--- src/rtl/spk_in_pkg.sv ---
// Shared flit-receiver constants: default widths, flit type codes and FSM state encodings.
package spk_in_pkg;

  localparam int unsigned DEF_B     = 4;
  localparam int unsigned DEF_FW    = 59;
  localparam int unsigned DEF_FTW   = 3;
  localparam int unsigned DEF_SW    = 24;
  localparam int unsigned DEF_R_FLG = 36;

  localparam logic [2:0] T_SPIKE    = 3'b000;
  localparam logic [2:0] T_DATA     = 3'b001;
  localparam logic [2:0] T_DATA_END = 3'b010;
  localparam logic [2:0] T_WRITE    = 3'b110;
  localparam logic [2:0] T_READ     = 3'b111;

  localparam logic [1:0] S_IDLE = 2'b00;
  localparam logic [1:0] S_LOAD = 2'b01;
  localparam logic [1:0] S_OUT  = 2'b10;

  function automatic logic is_bad_type(input logic [2:0] t);
    return !(t inside {T_SPIKE, T_DATA, T_DATA_END, T_WRITE, T_READ});
  endfunction

endpackage

--- src/rtl/spk_in_if.sv ---
// Flit ingress, credit return and spike/config dispatch signals of the node-side receiver.
interface spk_in_if import spk_in_pkg::*; #(
  parameter int unsigned FW    = DEF_FW,
  parameter int unsigned FTW   = DEF_FTW,
  parameter int unsigned SW    = DEF_SW,
  parameter int unsigned R_FLG = DEF_R_FLG
) ();

  logic             flit_in_wr;
  logic [FW-1:0]    flit_in;
  logic             credit_out;
  logic             spk_in_valid;
  logic [SW-1:0]    spk_in_neuid;
  logic             spk_in_ready;
  logic             cfg_in_valid;
  logic [FTW-1:0]   cfg_in_type;
  logic [R_FLG-1:0] cfg_in_data;
  logic             cfg_in_ready;

  // Sender/consumer side (NI plus synapse/config units).
  modport master (
    output flit_in_wr, flit_in, spk_in_ready, cfg_in_ready,
    input  credit_out, spk_in_valid, spk_in_neuid, cfg_in_valid, cfg_in_type, cfg_in_data
  );

  // Receiver side.
  modport slave (
    input  flit_in_wr, flit_in, spk_in_ready, cfg_in_ready,
    output credit_out, spk_in_valid, spk_in_neuid, cfg_in_valid, cfg_in_type, cfg_in_data
  );

endinterface

--- src/rtl/spk_in_fifo.sv ---
// Synchronous FIFO with a registered read port: dout updates one cycle after pop.
module spk_in_fifo #(
  parameter int unsigned DATA_WIDTH = 59,
  parameter int unsigned ADDR_WIDTH = 4
) (
  input  logic                  clk,
  input  logic                  rst_n,
  input  logic                  push,
  input  logic [DATA_WIDTH-1:0] din,
  input  logic                  pop,
  output logic [DATA_WIDTH-1:0] dout,
  output logic                  full,
  output logic                  empty
);

  localparam int unsigned Depth = 2 ** ADDR_WIDTH;

  logic [DATA_WIDTH-1:0] mem_q [Depth];
  logic [ADDR_WIDTH-1:0] wr_ptr_q, rd_ptr_q;
  logic [ADDR_WIDTH:0]   count_q;
  logic [DATA_WIDTH-1:0] dout_q;
  logic                  do_push, do_pop;

  assign full    = (count_q == (ADDR_WIDTH+1)'(Depth));
  assign empty   = (count_q == '0);
  assign do_push = push & ~full;
  assign do_pop  = pop & ~empty;
  assign dout    = dout_q;

  always_ff @(posedge clk) begin
    if (do_push) begin
      mem_q[wr_ptr_q] <= din;
    end
  end

  always_ff @(posedge clk or negedge rst_n) begin
    if (!rst_n) begin
      wr_ptr_q <= '0;
      rd_ptr_q <= '0;
      count_q  <= '0;
      dout_q   <= '0;
    end else begin
      if (do_push) begin
        wr_ptr_q <= wr_ptr_q + ADDR_WIDTH'(1);
      end
      if (do_pop) begin
        rd_ptr_q <= rd_ptr_q + ADDR_WIDTH'(1);
        dout_q   <= mem_q[rd_ptr_q];
      end
      case ({do_push, do_pop})
        2'b10:   count_q <= count_q + (ADDR_WIDTH+1)'(1);
        2'b01:   count_q <= count_q - (ADDR_WIDTH+1)'(1);
        default: count_q <= count_q;
      endcase
    end
  end

endmodule

--- src/rtl/spk_in.sv ---
// Node-side flit receiver: buffers NI flits, returns one credit per pop and dispatches
// SPIKE ids to the synapse side and WRITE/DATA/DATA_END/READ payloads to the config block.
module spk_in import spk_in_pkg::*; #(
  parameter int unsigned B     = DEF_B,
  parameter int unsigned FW    = DEF_FW,
  parameter int unsigned FTW   = DEF_FTW,
  parameter int unsigned SW    = DEF_SW,
  parameter int unsigned R_FLG = DEF_R_FLG
) (
  input  logic    clk_spk_in,
  input  logic    rst_n,
  spk_in_if.slave bus,
  output logic    spk_in_overflow,
  output logic    spk_in_bad_type
);

  logic             fifo_full, fifo_empty, fifo_pop;
  logic [FW-1:0]    fifo_dout;
  logic [FTW-1:0]   dout_type;
  logic [1:0]       state_q, state_d;
  logic [FTW-1:0]   type_q;
  logic [R_FLG-1:0] payload_q;
  logic             load, bad_seen, is_spike, handshake, out_active;
  logic             overflow_q, bad_type_q;
  logic             unused_route;

  spk_in_fifo #(
    .DATA_WIDTH(FW),
    .ADDR_WIDTH(B)
  ) u_fifo (
    .clk   (clk_spk_in),
    .rst_n (rst_n),
    .push  (bus.flit_in_wr),
    .din   (bus.flit_in),
    .pop   (fifo_pop),
    .dout  (fifo_dout),
    .full  (fifo_full),
    .empty (fifo_empty)
  );

  assign dout_type    = fifo_dout[FW-1 -: FTW];
  // Routing field is meaningless once the flit has reached its node.
  assign unused_route = ^fifo_dout[FW-FTW-1:R_FLG];

  assign is_spike   = (type_q == T_SPIKE);
  assign out_active = (state_q == S_OUT);
  assign handshake  = is_spike ? bus.spk_in_ready : bus.cfg_in_ready;

  always_comb begin
    state_d  = state_q;
    fifo_pop = 1'b0;
    load     = 1'b0;
    bad_seen = 1'b0;
    case (state_q)
      S_IDLE: begin
        if (!fifo_empty) begin
          fifo_pop = 1'b1;
          state_d  = S_LOAD;
        end
      end
      S_LOAD: begin
        if (is_bad_type(dout_type)) begin
          // Drop the flit but keep draining; its credit was already returned on pop.
          bad_seen = 1'b1;
          if (!fifo_empty) begin
            fifo_pop = 1'b1;
          end else begin
            state_d = S_IDLE;
          end
        end else begin
          load    = 1'b1;
          state_d = S_OUT;
        end
      end
      S_OUT: begin
        if (handshake) begin
          if (!fifo_empty) begin
            fifo_pop = 1'b1;
            state_d  = S_LOAD;
          end else begin
            state_d = S_IDLE;
          end
        end
      end
      default: state_d = S_IDLE;
    endcase
  end

  always_ff @(posedge clk_spk_in or negedge rst_n) begin
    if (!rst_n) begin
      state_q    <= S_IDLE;
      type_q     <= '0;
      payload_q  <= '0;
      overflow_q <= 1'b0;
      bad_type_q <= 1'b0;
    end else begin
      state_q <= state_d;
      if (load) begin
        type_q    <= dout_type;
        payload_q <= fifo_dout[R_FLG-1:0];
      end
      overflow_q <= overflow_q | (bus.flit_in_wr & fifo_full);
      bad_type_q <= bad_type_q | bad_seen;
    end
  end

  assign bus.credit_out   = fifo_pop;
  assign bus.spk_in_valid = out_active & is_spike;
  assign bus.spk_in_neuid = payload_q[SW-1:0];
  assign bus.cfg_in_valid = out_active & ~is_spike;
  assign bus.cfg_in_type  = type_q;
  assign bus.cfg_in_data  = payload_q;
  assign spk_in_overflow  = overflow_q;
  assign spk_in_bad_type  = bad_type_q;

endmodule
--- src/flat_wrapper.sv ---
// flat-port wrapper written by rule: the top's interface ports become plain ports
module spk_in_flat import spk_in_pkg::*;
#(
  parameter int unsigned B     = DEF_B,
  parameter int unsigned FW    = DEF_FW,
  parameter int unsigned FTW   = DEF_FTW,
  parameter int unsigned SW    = DEF_SW,
  parameter int unsigned R_FLG = DEF_R_FLG
)
  (clk_spk_in, rst_n, spk_in_overflow, spk_in_bad_type, bus_flit_in_wr, bus_flit_in, bus_spk_in_ready, bus_cfg_in_ready, bus_credit_out, bus_spk_in_valid, bus_spk_in_neuid, bus_cfg_in_valid, bus_cfg_in_type, bus_cfg_in_data);
  spk_in_if #(.FW(FW), .FTW(FTW), .SW(SW), .R_FLG(R_FLG)) bus_i ();
  input  logic clk_spk_in;
  input  logic rst_n;
  output logic spk_in_overflow;
  output logic spk_in_bad_type;
  input wire logic [$bits(bus_i.flit_in_wr)-1:0] bus_flit_in_wr;
  input wire logic [$bits(bus_i.flit_in)-1:0] bus_flit_in;
  input wire logic [$bits(bus_i.spk_in_ready)-1:0] bus_spk_in_ready;
  input wire logic [$bits(bus_i.cfg_in_ready)-1:0] bus_cfg_in_ready;
  output wire logic [$bits(bus_i.credit_out)-1:0] bus_credit_out;
  output wire logic [$bits(bus_i.spk_in_valid)-1:0] bus_spk_in_valid;
  output wire logic [$bits(bus_i.spk_in_neuid)-1:0] bus_spk_in_neuid;
  output wire logic [$bits(bus_i.cfg_in_valid)-1:0] bus_cfg_in_valid;
  output wire logic [$bits(bus_i.cfg_in_type)-1:0] bus_cfg_in_type;
  output wire logic [$bits(bus_i.cfg_in_data)-1:0] bus_cfg_in_data;
  assign bus_i.flit_in_wr = bus_flit_in_wr;
  assign bus_i.flit_in = bus_flit_in;
  assign bus_i.spk_in_ready = bus_spk_in_ready;
  assign bus_i.cfg_in_ready = bus_cfg_in_ready;
  assign bus_credit_out = bus_i.credit_out;
  assign bus_spk_in_valid = bus_i.spk_in_valid;
  assign bus_spk_in_neuid = bus_i.spk_in_neuid;
  assign bus_cfg_in_valid = bus_i.cfg_in_valid;
  assign bus_cfg_in_type = bus_i.cfg_in_type;
  assign bus_cfg_in_data = bus_i.cfg_in_data;
  spk_in #(.B(B), .FW(FW), .FTW(FTW), .SW(SW), .R_FLG(R_FLG)) u_core (.clk_spk_in(clk_spk_in), .rst_n(rst_n), .bus(bus_i), .spk_in_overflow(spk_in_overflow), .spk_in_bad_type(spk_in_bad_type));
endmodule
--- config.mk ---
export PLATFORM = sky130hd
export DESIGN_NAME = spk_in_flat
export DESIGN_NICKNAME = d
export VERILOG_FILES = /design/src/rtl/spk_in_pkg.sv /design/src/rtl/spk_in_if.sv /design/src/rtl/spk_in_fifo.sv /design/src/rtl/spk_in.sv /design/src/flat_wrapper.sv
export SDC_FILE = /design/constraint.sdc
export NUM_CORES = 1
export LEC_CHECK = 0
export CAP_MARGIN = 10
export CORE_UTILIZATION = 60
export CTS_CLUSTER_DIAMETER = 100
export CTS_CLUSTER_SIZE = 25
export DETAILED_ROUTE_END_ITERATION = 8
export HOLD_SLACK_MARGIN = 0.1
export PLACE_DENSITY_LB_ADDON = 0.12
export SYNTH_ARGS = -nofsm -noshare
export SYNTH_HDL_FRONTEND = slang
export SYNTH_SLANG_ARGS = --single-unit
--- constraint.sdc ---
create_clock -name clk_spk_in -period 5.6 [get_ports clk_spk_in]
set_input_delay 1.4 -clock clk_spk_in [delete_from_list [all_inputs] [get_ports clk_spk_in]]
set_output_delay 1.4 -clock clk_spk_in [all_outputs]
set_load 0.02 [all_outputs]
# Yosys cells after proc, flatten, opt, wreduce, memory -nomap -nowiden

Memories as Yosys holds them, arrays and structs flattened. A register that Yosys moved wholly into a read port is not among the register bits.
Index checks and enable logic that the tools add are counted.

Eq/ne operators: 12
Reductions and logical operators: 8
Add/subtract/negate cells: 4
Bitwise gates (word level): 10
Mux-type cells: 18

Operator list:

| operator                                          | number |
|---|---|
| two-way mux 1 bit                                 | 11 |
| one-hot mux 5 bit (2 select lines)                | 1 |
| adder 4 x 1 -> 4 bit (second input constant)      | 2 |
| two-way mux 2 bit                                 | 4 |
| == test 3 bit (second input constant)             | 2 |
| zero test 3 bit                                   | 2 |
| one-hot mux 2 bit (3 select lines)                | 1 |
| adder 5 x 1 -> 5 bit (second input constant)      | 1 |
| bitwise AND 1 bit                                 | 5 |
| == test 5 bit (second input constant)             | 1 |
| zero test 5 bit                                   | 1 |
| nonzero test 5 bit                                | 1 |
| subtractor 5 x 1 -> 5 bit (second input constant) | 1 |
| == test 2 x 1 -> 1 bit (second input constant)    | 2 |
| == test 2 bit (second input constant)             | 2 |
| == test 3 x 1 -> 1 bit (second input constant)    | 1 |
| == test 3 x 2 -> 1 bit (second input constant)    | 1 |
| != test 3 x 1 -> 1 bit (second input constant)    | 1 |
| inverter 1 bit                                    | 3 |
| one-hot mux 1 bit (3 select lines)                | 1 |
| AND reduction 3 bit                               | 1 |
| zero test 2 bit                                   | 1 |
| != test 2 x 1 -> 1 bit (second input constant)    | 1 |
| != test 2 bit (second input constant)             | 1 |
| 3 further kinds                                   | 4 |

Memories kept: 1
Input bits: 64
Logic and storage cells: 61
Output and inout bits: 68
Register bits after elaboration: 56
Memory bits (writable): 944

Memory list:

| memory              | words | bits a word | read ports | clocked after Yosys merged registers in | wr ports | line              | text |
|---|---|---|---|---|---|---|---|
| u_core.u_fifo.mem_q | 16    | 59          | 1          | 1                                       | 1        | spk_in_fifo.sv:18 | `logic [DATA_WIDTH-1:0] mem_q [Depth];` |

# Logic depth before layout (Yosys ltp)

Depth after elaboration: 7
Gate-level depth with buffers: 13
Mapped depth without buffers: 12

# Cells and area by module

From an unflattened synthesis, not the netlist that was laid out.

Cell total of the unflattened synthesis: 1798
Area, all modules: 40311.2 µm²

By module, submodules not included:

| module      | cells each | sequential area each (µm²) | instances | area an instance (µm²) |
|---|---|---|---|---|
| spk_in_fifo | 1664       | 30148.9                    | 1         | 38359.3 |
| spk_in      | 134        | 1076.0                     | 1         | 1951.9 |

# Worst setup path after synthesis

Ideal clock, no wire load.

Path kind: input port to flip-flop
From: in bus_flit_in_wr
To: mem u_core.u_fifo.mem_q[3][0] (enable)
Cell stages on the path: 3
Slack: 371 ps
Buffers on the path: 0
Data required time: 5116 ps
Arrival time: 4746 ps
Library setup time: 484 ps
Cells stage by stage: a21boi_1 nand2_1 nor3_1

Cells in the longest elaborated chain, start to end: 3

Ends and longest elaborated chain:

| what                                    | line               | text |
|---|---|---|
| from (decl)                             | flat_wrapper.sv:16 | `input wire logic [$bits(bus_i.flit_in_wr)-1:0] bus_flit_in_wr;` |
| bitwise AND 1 bit                       | spk_in_fifo.sv:26  | `assign do_push = push & ~full;` |
| two-way mux 1 bit                       | spk_in_fifo.sv:31  | `if (do_push) begin` |
| two-way mux 1 bit (not written as such) | spk_in_fifo.sv:32  | `mem_q[wr_ptr_q] <= din;` |
| to (decl)                               | spk_in_fifo.sv:18  |  |

Every way passes these cells.

# Worst setup path in the final report

From: in bus_spk_in_ready
To: out bus_credit_out

Cells in the longest elaborated chain, start to end: 3

Ends and longest elaborated chain:

| what                               | line               | text |
|---|---|---|
| from (decl)                        | flat_wrapper.sv:18 | `input wire logic [$bits(bus_i.spk_in_ready)-1:0] bus_spk_in_ready;` |
| two-way mux 1 bit                  | spk_in.sv:47       | `assign handshake = is_spike ? bus.spk_in_ready : bus.cfg_in_ready;` |
| two-way mux 1 bit                  | spk_in.sv:76       | `if (handshake) begin` |
| one-hot mux 1 bit (3 select lines) | spk_in.sv:54       | `case (state_q)` |
| to (decl)                          | flat_wrapper.sv:20 | `output wire logic [$bits(bus_i.credit_out)-1:0] bus_credit_out;` |

Every way passes these cells.

==> impl_metrics.py <==
metrics = {
    "clock_tree": {
        "path_clk_slew_ps": 90,
        "cts_resized": 0,
        "cts_tree": "yes",
        "cts.path.max_buffers": 3,
        "htree_levels": 2,
        "clk_latency_ps": 570,
        "postCtsHoldBufs": 0,
        "cts_buffers": 34,
        "cts_root_buffer": "clkbuf_16",
        "post_cts_buffers": 0,
        "cts.sinks": 719,
    },
    "routing": {
        "drtAntennaViolNets": 0,
        "first_pass_iters": 5,
        "routed_wl_mm": 55.4,
        "drc": 0,
        "wl_per_cell_um": 28.1,
        "num_vias": 12700,
        "drtIter0Drc": 1230,
        "drt-vias-per-instance": 6.44,
    },
    "power_and_ir_drop": {
        "p_sw_share_pct": 31.7,
        "p_per_area_nw_per_um2": 499,
        "p_seq_share_pct": 46.9,
        "pwr-share-comb_pct": 34.4,
        "ir_drop_v": 0.000545,
        "p_switching_mw": 4.79,
        "internal_power_mw": 10.3,
        "p_leak_nw": 9.92,
        "p_clk_share_pct": 18.7,
        "power_mw": 15.1,
    },
    "timing": {
        "rsz0062_at_grt": "false",
        "tightest_slew_ps": 991,
        "fmax_ghz": 0.207,
        "hold_viol": 0,
        "worst_clock_skew_ps": 15.6,
        "fin_crit_ps": 4820,
        "slew_violations": 0,
        "fin_setup_tns_ps": 0,
        "fin_crit_sh_pct": 86.1,
        "finalSetupViolCount": 0,
        "relSlewSlack_pct": 33.8,
        "setup_slack_ps": 776,
    },
    "critical_path": {
        "cp-start-kind": "primary input",
        "required_ps": 4200,
        "crit_start": "bus_spk_in_ready",
        "critPathCaptureType": "primary output",
        "critPathTopFamily": "buffers and inverters",
        "path_class": "in -> out",
        "critPathBufInv": 3,
        "r2r_end": "u_core.u_fifo.count_q[4]",
        "r2r_start": "u_core.bus.cfg_in_type[1]",
        "cp_common_cell": "clkdlybuf4s50_1",
        "ff2ff_path_depth": 13,
        "critPathMaxFanout": 2,
        "worstPathArrival_ps": 3420,
        "crit_chain": "clkdlybuf4s50_1 -> or4b_1 -> a31o_1 -> a21o_4 -> inv_1 -> clkdlybuf4s50_1",
        "worst_path_max_delay_cell": "clkdlybuf4s50_1",
        "rrSetupSlack_ps": 2150,
        "cpPeakStageDelay_ps": 590,
    },
    "hold_path": {
        "hp-start": "u_core.u_fifo.dout[16]",
        "hp-class": "reg -> reg",
        "hold_end": "u_core.u_fifo.dout[16]",
        "holdPathStages": 1,
    },
    "synthesis": {
        "ys_types": 38,
        "yosysTopAreaCell": "edfxtp_1",
        "syn_area_per_cell_um2": 21.5,
        "synth_top_area_share_pct": 68.7,
        "ys_ff_latch": 719,
        "synth_warnings": 0,
        "ys_seq_area_share_pct": 77.4,
        "netlist_area_um2": 27300,
        "synth.net_count": 1341,
        "synthCells": 1267,
        "synth_area_leaders": "edfxtp_1 (69%), mux4_2 (13%), dfrtp_1 (8.7%)",
    },
    "layout": {
        "num_antenna_cells": 0,
        "fin_nets": 1432,
        "drive_above_1_share_pct": 21.2,
        "mostFrequentLayoutCells": "edfxtp_1 (624), mux4_2 (156), clkdlybuf4s50_1 (110)",
        "syn2layout_area_growth_pct": 10.8,
        "fillers": 2838,
        "fin_area_um2": 30200,
        "multiInputGateArea_um2": 5780,
        "finalNonFillerCells": 1976,
        "regArea_um2": 21100,
        "layout_commonest_cell": "edfxtp_1",
    },
    "placement": {
        "gp_congestion": 0.755,
        "place_area_um2": 29200,
        "port_buffers": 111,
        "dp_slack_ps": 800,
        "dp_cells": 1914,
        "hpwl_mm": 29.7,
    },
    "floorplanning": {
        "core_area_um2": 44500,
        "rows": 77,
        "initial_core_util_pct": 61.3,
        "die_x_um": 215,
        "num_io_pins": 132,
        "die_y_um": 215,
        "fp.dieArea_um2": 46300,
    },
    "global_route": {
        "antenna_found_initial": 1,
        "first_global_vias": 13200,
        "grt_max_degree": 82,
        "grt_pass1_wl_mm": 83.5,
        "grt_overflow": 0,
        "grtUsageTotal_pct": 24.6,
    },
    "status": {
        "status": "completed",
    },
    "run": {
        "cap_violations": 0,
    },
}
[registers in the layout, summed over array words and instances (netlist names), 2 cells and up]
register / count
u_core.u_fifo.wr_ptr_q: 4
u_core.bus.cfg_in_type: 3
u_core.u_fifo.dout: 39
u_core.state_q: 2
u_core.u_fifo.rd_ptr_q: 4
u_core.bus.cfg_in_data: 36
u_core.u_fifo.mem_q: 624
u_core.u_fifo.count_q: 5
[cells by family (layout without fill, tap and decap cells)]
family          Yosys count  count (layout)  share of synthesized area [%]
compound gates          175             175                           4.39
xor+xnor                 10              10                          0.321
fa+ha+maj                10              10                          0.486
buf+inv                 103             220                           1.96
flops                   719             719                           77.4
mux                     194             194                           14.4
simple gates             56              56                           1.00
[cell type report]
cell class,count,share of cell area [%]
Clock inverter,1,0.0290
Clock buffer,61,3.36
Sequential cell,719,69.9
Inverter,11,0.137
Timing Repair Buffer,147,5.02
Tap cell,592,2.45
Multi-Input combinational cell,445,19.1
[how the worst max path moves through the flow]
| stage | to | slack, ps | cells after the start |
|---|---|---|---|
| 6_report | bus_credit_out | 780 | 6 |
| 5_1_grt | bus_credit_out | 740 | 6 |
| 4_1_cts | bus_credit_out | 780 | 6 |
| 3_5_place_dp | bus_credit_out | 800 | 6 |
| 3_3_place_gp | bus_credit_out | 800 | 6 |
| 2_1_floorplan | u_core.u_fifo.mem_q[3][0] | 370 | 3 |
[cells in the mapped netlist]
cell and instances:
edfxtp_1 624, mux4_2 156, dfrtp_1 95, a22oi_1 78
a21o_1 43, a21oi_1 43, mux2_2 37, clkbuf_1 30
buf_2 28, buf_4 24, nor2_1 16, nand2_1 13
inv_1 10, ha_1 9, buf_1 6, nand2b_1 6
nor3_1 6, xnor2_1 6, nor2b_1 5, o21ai_0 5
xor2_1 4, buf_6 3, a22o_1 2, and2_1 2
nand3_1 2, nor4_1 2, a21boi_1 1, a31o_1 1
a31o_2 1, and3_1 1, clkbuf_2 1, fa_1 1
inv_2 1, mux2i_1 1, nand3b_1 1, nand4_1 1
o31ai_1 1, or4b_1 1
[through the flow]
stage	hold slack (ps)	utilization, %
finish	478	67.9
global route	499	67.9
CTS	485	67.9
detailed placement	462	65.6
global placement	439	65.6
floorplan	445	-
[routing by layer]
metal	share of wire (%)	vias up	global-route usage [%]
met5	0.023	-	0
met4	1.8	2	6.08
met3	5.9	63	3.06
met2	50	438	41.2
met1	42	6869	35.3
li1	-	5362	-
[power by group through the flow]
stage	Sequential, mW	Clock (mW)	Combinational, mW
finish	7.08	2.82	5.19
global route	7.17	3.05	5.58
CTS	7.09	2.88	5.26
detailed placement	7.21	0	5.24
global placement	7.16	0	5.18
floorplan	7.18	0	3.58
No activity file was read; power rests on OpenSTA's default activity.
